### src/rtl/fetch_ctrl.sv
// Fetch controller: issues PC reads to a variable-latency imem over req/ack, owns the fetch/decode register.
// Optional FETCH_PERF_EN adds saturating stall-cycle and flush counters.
module fetch_ctrl #(
  parameter int ADDR_W = 16,
  parameter int INSTR_W = 32,
  parameter logic [INSTR_W-1:0] NOP_INSTR = '0
) (
  input  logic               clk,
  input  logic               reset,
  input  logic [ADDR_W-1:0]  pc_in,
  input  logic               flush,
  input  logic               stall_d,
  output logic               stall_pc,
  output logic               imem_req,
  output logic [ADDR_W-1:0]  imem_addr,
  input  logic               imem_ack,
  input  logic [INSTR_W-1:0] imem_rdata,
  output logic [INSTR_W-1:0] instr_d,
  output logic [ADDR_W-1:0]  pc_d,
  output logic               valid_d
`ifdef FETCH_PERF_EN
  ,
  output logic [15:0]        perf_stall_cyc,
  output logic [15:0]        perf_flush_cnt
`endif
);

  typedef enum logic [1:0] {FETCH, HOLD, DISCARD} state_t;

  state_t             state, state_nx;
  logic               accept;
  logic [INSTR_W-1:0] skid_instr;
  logic [ADDR_W-1:0]  skid_pc;

  assign imem_addr = pc_in;
  assign accept    = (state == FETCH) && imem_ack && !flush && !reset;

  always_ff @(posedge clk or posedge reset) begin
    if (reset) state <= FETCH;
    else       state <= state_nx;
  end

  always_comb begin
    state_nx = state;
    case (state)
      FETCH: begin
        if (flush)                    state_nx = imem_ack ? FETCH : DISCARD;
        else if (imem_ack && stall_d) state_nx = HOLD;
      end
      HOLD: begin
        if (flush || !stall_d) state_nx = FETCH;
      end
      DISCARD: begin
        if (flush)         state_nx = DISCARD;
        else if (imem_ack) state_nx = FETCH;
      end
      default: state_nx = FETCH;
    endcase
  end

  // HOLD is the only state with a live skid entry, so it is also the only one without a request.
  always_comb begin
    imem_req = 1'b0;
    stall_pc = 1'b1;
    if (!reset) begin
      imem_req = (state != HOLD);
      stall_pc = !(accept || flush);
    end
  end

  always_ff @(posedge clk or posedge reset) begin
    if (reset) begin
      instr_d    <= NOP_INSTR;
      pc_d       <= '0;
      valid_d    <= 1'b0;
      skid_instr <= '0;
      skid_pc    <= '0;
    end else if (flush) begin
      instr_d <= NOP_INSTR;
      valid_d <= 1'b0;
    end else begin
      case (state)
        FETCH: begin
          if (imem_ack) begin
            if (stall_d) begin
              skid_instr <= imem_rdata;
              skid_pc    <= pc_in;
            end else begin
              instr_d <= imem_rdata;
              pc_d    <= pc_in;
              valid_d <= 1'b1;
            end
          end else if (!stall_d) begin
            valid_d <= 1'b0;
          end
        end
        HOLD: begin
          if (!stall_d) begin
            instr_d <= skid_instr;
            pc_d    <= skid_pc;
            valid_d <= 1'b1;
          end
        end
        default: ;
      endcase
    end
  end

`ifdef FETCH_PERF_EN
  always_ff @(posedge clk or posedge reset) begin
    if (reset) begin
      perf_stall_cyc <= '0;
      perf_flush_cnt <= '0;
    end else begin
      if (stall_pc && perf_stall_cyc != 16'hFFFF) perf_stall_cyc <= perf_stall_cyc + 16'd1;
      if (flush && perf_flush_cnt != 16'hFFFF)    perf_flush_cnt <= perf_flush_cnt + 16'd1;
    end
  end
`endif

endmodule

### config.mk
export PLATFORM = sky130hd
export DESIGN_NAME = fetch_ctrl
export DESIGN_NICKNAME = d
export VERILOG_FILES = /design/src/rtl/fetch_ctrl.sv
export SDC_FILE = /design/constraint.sdc
export NUM_CORES = 1
export LEC_CHECK = 0
export ABC_AREA = 1
export CORE_ASPECT_RATIO = 0.6
export CORE_MARGIN = 2
export CORE_UTILIZATION = 45
export CTS_BUF_LIST = sky130_fd_sc_hd__clkbuf_16
export CTS_CLUSTER_DIAMETER = 80
export DETAILED_ROUTE_END_ITERATION = 8
export PLACE_DENSITY = 0.77
export SYNTH_ARGS = -nofsm -noshare
export SYNTH_HDL_FRONTEND = slang
export SYNTH_SLANG_ARGS = --single-unit
### constraint.sdc
create_clock -name clk -period 3.6 [get_ports clk]
set_input_delay 0.72 -clock clk [delete_from_list [all_inputs] [get_ports clk]]
set_output_delay 0.72 -clock clk [all_outputs]
set_load 0.01 [all_outputs]
==> flow_summary.ini, run 1 <==
[global_routing]
grt_usage_pct = 23.5
grt_pass1_vias = 4321
globalRouteOverflowTotal = 0
grt_pass1_wl_um = 21300
grt_max_degree = 55
antenna_found_initial = 0

[routing]
firstDrtPassIters = 5
num_vias = 4416
drc = 0
ant_nets = 0
wl_per_cell_um = 14.9
vias_per_cell = 5.17
drtIter0Drc = 407
wl_um = 12800

[min_path]
hold_path_end = skid_instr[18]
min_path_cells = 2
hold_path_class = reg2reg
min_from = skid_instr[18]

[logic_synthesis]
synth-edff-count = 0
yosys.area.top_type = dfrtp_1
ys_seq_area_share_pct = 51.6
synth_most_common_cell = nand2_1
synth_area_um2 = 4800
yosysWarnings = 0
syn-num-nets = 682
synth_seq_cells = 99
yosysUniqueCellTypes = 16
yosys.area.top_type_share_pct = 51.6
ys_async_sr_fraction_pct = 100
synth_area_per_cell_um2 = 7.63
ys_top_cells_by_count = nand2_1, nand3_1, dfrtp_1
ys.flop_type = dfrtp_1
synthCells = 629
yosys-top-cells-area = dfrtp_1, nand2_1, nand3_1

[timing]
hold_viol = 0
period_needed_ns = 2.90
maxSlewHeadroom_pct = 54.2
drv_slew = 0
setup_violations = 0
setup_tns_ns = 0
skew_ns = 0.0115
fmax_mhz = 345
rsz0062_at_grt = false
period_share_pct = 80.6
worstMarginPinSlew_ns = 0.687
whs_ns = 0.476

[critical_path]
rr_worst_depth = 8
cp-start-kind = input port
cp-end-kind = output pin
crit_start = imem_ack
critical_path_class = in2out
rrSetupSlack_ns = 1.57
worstPathArrival_ns = 2.18
r2r-end = skid_pc[15]
worstPathMaxFanout = 5
reg2reg_from = state[1]
critPathRequiredTime_ns = 2.88

[die]
rows = 29
core_um2 = 10500
die_y_um = 84.0
start_util_pct = 45.8
die_area_um2 = 11500
io_pins = 120
die_w_um = 137

[placement]
placed_area_um2 = 5920
io_buffers = 119
finalWeightedCongestion = 0.856
dpl.hpwl_um = 8220

[power_and_ir_drop]
p_leak_nw = 3.19
peakVddDrop_mv = 0.293
p_per_area_nw_per_um2 = 476

[clock_tree]
postCtsSetupBuffers = 0
clockRootBuffer = clkbuf_16
clock_latency_ns = 0.34
clk_pin_slew_worst_paths_ns = 0.06
cts_max_level = 3
cts-buffers-inserted = 9
cts_hold_buf = 0
cts_tree = built
ctsResizeCount = 0
cts_buffer_depth = 2
cts.sinks = 99

[layout]
area_delta_synth_final_pct = 28.8
seqCellArea_um2 = 2480
nFillCells = 901
multi_input_area_um2 = 1950
drive_above_1_share_pct = 4.90
fin_nets = 763
stdcell_area_um2 = 6180
utilization_pct = 59.0
diodes = 0

[status]
status = complete, no violations

[flow_run]
max_cap_viol_count = 0
-- final cells by class --
class	count	share of cell area (%)
flip-flops and latches	99	40.1
well taps	139	2.81
multi-input cells	461	31.6
repair buffers	131	20.7
clock inverters	7	0.567
clock buffers	9	3.64
inverters	8	0.546
-- report_power, final --
part | total [mW] | internal (mW) | leakage [nW] | switching [mW]
clock network | 0.863 | 0.459 | 0.127 | 0.404
logic | 0.656 | 0.297 | 1.79 | 0.358
registers | 1.43 | 1.31 | 1.27 | 0.118
-- kinds of logic after synthesis --
kind of cell           count (synthesis)  synth area share (%)
AND/OR/NAND/NOR                      457                  40.1
flip-flops                            99                  51.6
buffers and inverters                 69                  7.85
AO/OA/AOI/OAI                          4                 0.417
-- flip-flops by register name, summed over array words and instances, names as in the netlist --
| signal | count |
|---|---|
| skid_instr | 32 |
| skid_pc | 16 |
| state | 2 |
| instr_d | 32 |
| valid_d | 1 |
| pc_d | 16 |
-- per-layer routing --
metal  up-vias  share of wire, %  track usage (%)
met5         -                 0                0
met4         0              0.84             4.87
met3        14               8.1             6.98
met2       196                45             35.7
met1      2055                46             33.4
li1       2151                 -                -
-- through the flow --
stage | cells | total power, mW | setup WS [ns]
3_3_place_gp | 838 | 2.06 | 0.814
2_1_floorplan | 629 | 1.78 | 0.289
4_1_cts | 854 | 2.97 | 0.703
5_1_grt | 854 | 3.12 | 0.654
6_report | 854 | 2.94 | 0.700
3_5_place_dp | 838 | 2.09 | 0.693
-- how the worst max path moves through the flow --
stage | to | slack [ns] | cells past startpoint
floorplan | stall_pc | 0.29 | 2
global placement | stall_pc | 0.81 | 5
detailed placement | skid_pc[15] | 0.69 | 8
CTS | stall_pc | 0.70 | 5
global route | stall_pc | 0.65 | 5
finish | stall_pc | 0.70 | 5
-- worst max-delay path, cell delays in order --
cell,delay (ns)
clkdlybuf4s50_1,0.49
nand2_2,0.15
nor2_4,0.04
o21ai_0,0.19
clkdlybuf4s50_1,0.59
-- layout by cell type (no fill, tap or decap) --
| cell type | instances |
|---|---|
| inv_2 | 3 |
| nand3_2 | 1 |
| inv_6 | 1 |
| buf_4 | 12 |
| nand3_1 | 146 |
| nor2_4 | 3 |
| dfrtp_1 | 98 |
| o21ai_1 | 1 |
| o21ai_0 | 3 |
| dfrtp_2 | 1 |
| nand2_2 | 3 |
| nand2_1 | 297 |
| clkinv_1 | 5 |
| clkinvlp_4 | 2 |
| nor2_1 | 7 |
| inv_1 | 4 |
| clkbuf_16 | 9 |
| clkdlybuf4s50_1 | 119 |
Power figures use the tool's default switching activity.
==> run 2, diff against run 1 <==
==> constraint.sdc (replaced) <==
create_clock -name clk -period 2.4 [get_ports clk]
set_input_delay 0.48 -clock clk [delete_from_list [all_inputs] [get_ports clk]]
set_output_delay 0.48 -clock clk [all_outputs]
set_load 0.01 [all_outputs]
==> flow_summary.ini, run 2 (synthesis results as in run 1) <==
[timing]
setup_tns_ns = 0
period_share_pct = 95.2
fmax_mhz = 437
setup_violations = 0
period_needed_ns = 2.29
hold_viol = 0
rsz0062_at_grt = false
skew_ns = 0.00689
worstMarginPinSlew_ns = 0.674
whs_ns = 0.472
drv_slew = 0
setup_slack_ns = 0.114
maxSlewHeadroom_pct = 55.1

[layout]
top_regs = instr_d: 32 flops, skid_instr: 32 flops
diodes = 0
fin_nets = 770
final_common_cell = nand2_1
drive_above_1_share_pct = 5.96
stdcell_count = 861
area_delta_synth_final_pct = 30.8
mostFrequentLayoutCells = nand2_1, nand3_1, clkdlybuf4s50_1, dfrtp_1, buf_4

[global_routing]
antenna_found_initial = 0
globalRouteOverflowTotal = 0
grt_max_degree = 52
grt_usage_pct = 23.8
grt_pass1_vias = 4370
grt_pass1_wl_um = 21500

[die]
io_pins = 120
die_w_um = 137
die_area_um2 = 11500
rows = 29
die_y_um = 84.0
start_util_pct = 45.8
core_um2 = 10500

[clock_tree]
cts_buffer_depth = 2
postCtsSetupBuffers = 0
cts_hold_buf = 0
cts.sinks = 99
cts-buffers-inserted = 9
ctsResizeCount = 0
cts_tree = built
clockRootBuffer = clkbuf_16
cts_max_level = 3
clk_pin_slew_worst_paths_ns = 0.06
clock_latency_ns = 0.35

[placement]
place_ws_ns = 0.136
dpl.hpwl_um = 8480
io_buffers = 119
placed_cells = 845
finalWeightedCongestion = 0.803

[routing]
wl_met1_um = 5880
wl_met2_um = 5910
drtIter0Drc = 344
wl_per_cell_um = 15.3
dr_wl_met3_um = 1190
highest_layer = met4
drc = 0
num_vias = 4575
vias_per_cell = 5.31
firstDrtPassIters = 5
ant_nets = 0
wl_um = 13200

[status]
status = complete, no violations

[power_and_ir_drop]
power_frac_comb_pct = 22.0
p_total_mw = 4.56
p_per_area_nw_per_um2 = 727
p_sw_share_pct = 29.4
p_int_mw = 3.22
p_leak_nw = 3.25
p_sw_mw = 1.34
power_frac_clock_pct = 31.2
seq_power_share_pct = 46.9
peakVddDrop_mv = 0.465

[critical_path]
cp-end-kind = output pin
worstPathMaxFanout = 19
worstPathArrival_ns = 1.81
cp-start-kind = register
critical_path_class = reg2out
cpPeakStageDelay_ns = 0.63
path_cells = inv_1, nor2_1, nor2_1, clkdlybuf4s50_1
cpMostUsedCell = nor2_1
critPathRequiredTime_ns = 1.92
crit_buf_inv = 2
crit_slowest_cell = dfrtp_2
crit_family = flip-flops

[min_path]
hold_path_class = reg2reg

[flow_run]
max_cap_viol_count = 0
[run 2: cell types whose count changed in the layout (fill, tap and decap cells not counted), sizes merged]
| cell | change |
|---|---|
| buf | +7 |
| bufinv | +1 |
| clkinv | -1 |
| clkinvlp | -1 |
| inv | +1 |
[run 2: final cells by class]
type	count	area, um2
clock buffers	9	225
clock inverters	7	62.6
fillers	915	4210
inverters	8	33.8
multi-input cells	461	1950
flip-flops and latches	99	2480
well taps	139	174
repair buffers	138	1350
[run 2: metrics by stage]
step | utilization, % | instance area, um2
final | 59.8 | 6270
after global routing | 59.8 | 6270
after CTS | 59.8 | 6270
after detailed placement | 57.1 | 5990
after global placement | 57.1 | 5990
after floorplan | - | 4800
[run 2: power groups by stage]
stage	registers, mW	logic [mW]	clock network (mW)
5_1_grt	2.17	1.12	1.50
6_report	2.14	1.00	1.42
3_5_place_dp	2.16	0.998	0
2_1_floorplan	2.17	0.503	0
4_1_cts	2.13	1.01	1.44
3_3_place_gp	2.14	0.971	0
[run 2: routing by layer]
layer | global-route usage [%] | vias up
met4 | 6.37 | 0
met3 | 6.56 | 18
met2 | 35.9 | 232
met1 | 33.8 | 2155
met5 | 0 | -
li1 | - | 2170
[run 2: path summary, 6_finish.rpt]
path                            start            end  slack (ns)  cells past startpoint
hold reg to reg            skid_pc[2]     skid_pc[2]        0.47                      2
setup / recovery             state[0]       imem_req        0.11                      4
min in group asynchronous       reset    instr_d[27]        0.74                      3
hold / removal             skid_pc[2]     skid_pc[2]        0.47                      2
setup reg to reg             state[1]  skid_instr[7]        0.39                      8
max in group asynchronous       reset    instr_d[28]        0.56                      4
[run 2: tightest hold or removal path: stages (launching register included)]
cell,delay (ns)
dfrtp_1,0.34
nand2_1,0.05
nand2_1,0.05
==> run 3, diff against run 2 <==
==> constraint.sdc (replaced) <==
create_clock -name clk -period 2.4 [get_ports clk]
set_input_delay 0.48 -clock clk [delete_from_list [all_inputs] [get_ports clk]]
set_output_delay 0.48 -clock clk [all_outputs]
set_load 0.02 [all_outputs]
==> flow_summary.ini, run 3 (synthesis results as in run 1) <==
[layout]
fin_nets = 771
drive_above_1_share_pct = 5.96
top_regs = instr_d: 32 flops, skid_instr: 32 flops
utilization_pct = 59.8
area_delta_synth_final_pct = 30.7
final_common_cell = nand2_1
diodes = 0
stdcell_area_um2 = 6270
mostFrequentLayoutCells = nand2_1, nand3_1, clkdlybuf4s50_1, dfrtp_1, buf_4

[critical_path]
cpMostUsedCell = clkdlybuf4s50_1
worstPathMaxFanout = 3
rrSetupSlack_ns = 0.36
path_cells = clkdlybuf4s50_1, clkdlybuf4s50_1
worstPathArrival_ns = 1.66
cp-end-kind = output pin
crit_slowest_cell = clkdlybuf4s50_1
crit_family = buffers and inverters
critical_path_class = in2out
cpPeakStageDelay_ns = 0.65
critPathRequiredTime_ns = 1.92
crit_buf_inv = 2
cp-start-kind = input port

[die]
die_w_um = 137
rows = 29
die_y_um = 84.0
die_area_um2 = 11500
io_pins = 120
core_um2 = 10500
start_util_pct = 45.8

[global_routing]
globalRouteOverflowTotal = 0
grt_pass1_vias = 4250
antenna_found_initial = 0
grt_usage_pct = 23.8
grt_pass1_wl_um = 21500
grt_max_degree = 56

[routing]
drc = 0
drtIter0Drc = 512
num_vias = 4590
vias_per_cell = 5.34
wl_per_cell_um = 15.5
ant_nets = 0
firstDrtPassIters = 5
wl_um = 13300

[timing]
period_needed_ns = 2.14
period_share_pct = 89.1
setup_violations = 0
maxSlewHeadroom_pct = 53.5
worstMarginPinSlew_ns = 0.698
rsz0062_at_grt = false
hold_viol = 0
drv_slew = 0
skew_ns = 0.00509
fmax_mhz = 468

[placement]
io_buffers = 119
dpl.hpwl_um = 8580
finalWeightedCongestion = 0.813
placed_area_um2 = 5990

[status]
status = complete, no violations

[clock_tree]
cts-buffers-inserted = 9
clock_latency_ns = 0.34
cts_tree = built
cts_buffer_depth = 2
cts.sinks = 99
cts_max_level = 3
postCtsSetupBuffers = 0
clockRootBuffer = clkbuf_16
clk_pin_slew_worst_paths_ns = 0.07

[min_path]
hold_path_class = reg2reg

[power_and_ir_drop]
p_per_area_nw_per_um2 = 737
peakVddDrop_mv = 0.503
p_leak_nw = 3.25
p_total_mw = 4.62

[flow_run]
max_cap_viol_count = 0
-- run 3: changes by cell type in the layout (fill, tap and decap cells not counted), sizes merged --
cell           previous run  this run
clkdlybuf4s50           119       118
buf                      19        20
clkinv                    4         2
clkinvlp                  1         2
inv                       9         8
dlymetal6s2s              0         1
-- run 3: layout make-up --
cell class / instances / area [um2]
Multi-Input combinational cell: 461 / 1950
Inverter: 8 / 33.8
Clock buffer: 9 / 225
Sequential cell: 99 / 2480
Fill cell: 924 / 4220
Timing Repair Buffer: 139 / 1360
Clock inverter: 5 / 48.8
Tap cell: 139 / 174
-- run 3: worst reg2reg max path: cells and delay by family (launching register included) --
kind,cells,cell delay [ns]
buffers and inverters,2,0.39
flip-flops,1,0.40
AND/OR/NAND/NOR,5,1.14
-- run 3: power breakdown --
group | switching (mW) | internal (mW)
registers | 0.176 | 1.96
logic | 0.640 | 0.459
clock network | 0.599 | 0.786
total | 1.42 | 3.21
-- run 3: routing by layer --
metal / wire (um) / up-vias / GRT usage, %
li1: - / 2158 / -
met1: 6120 / 2167 / 35.6
met2: 5880 / 243 / 35.1
met3: 1190 / 22 / 6.13
met4: 155 / 0 / 4.50
met5: 0 / - / 0
-- run 3: path summary, 6_finish.rpt --
check / startpoint / end / cells past startpoint
worst max-delay path: pc_in[13] / imem_addr[13] / 2
min in group asynchronous: reset / instr_d[25] / 3
worst min-delay path: skid_instr[26] / skid_instr[26] / 2
worst max register to register: state[1] / pc_d[7] / 7
max in group asynchronous: reset / instr_d[10] / 4
worst min register to register: skid_instr[26] / skid_instr[26] / 2
-- run 3: timing repair --
item,4_1_cts,5_1_grt
hold buffers,0,0
resized for setup,0,1
setup endpoints to repair,0,1
-- run 3: metrics by stage --
step | hold WS, ns | setup slack (ns) | setup TNS [ns] | cells
global placement | 0.453 | 0.0864 | 0 | 846
floorplan | 0.443 | -0.638 | -0.638 | 629
global route | 0.490 | 0.188 | 0 | 860
finish | 0.471 | 0.263 | 0 | 860
CTS | 0.475 | 0.0461 | 0 | 860
detailed placement | 0.459 | 0.0556 | 0 | 846
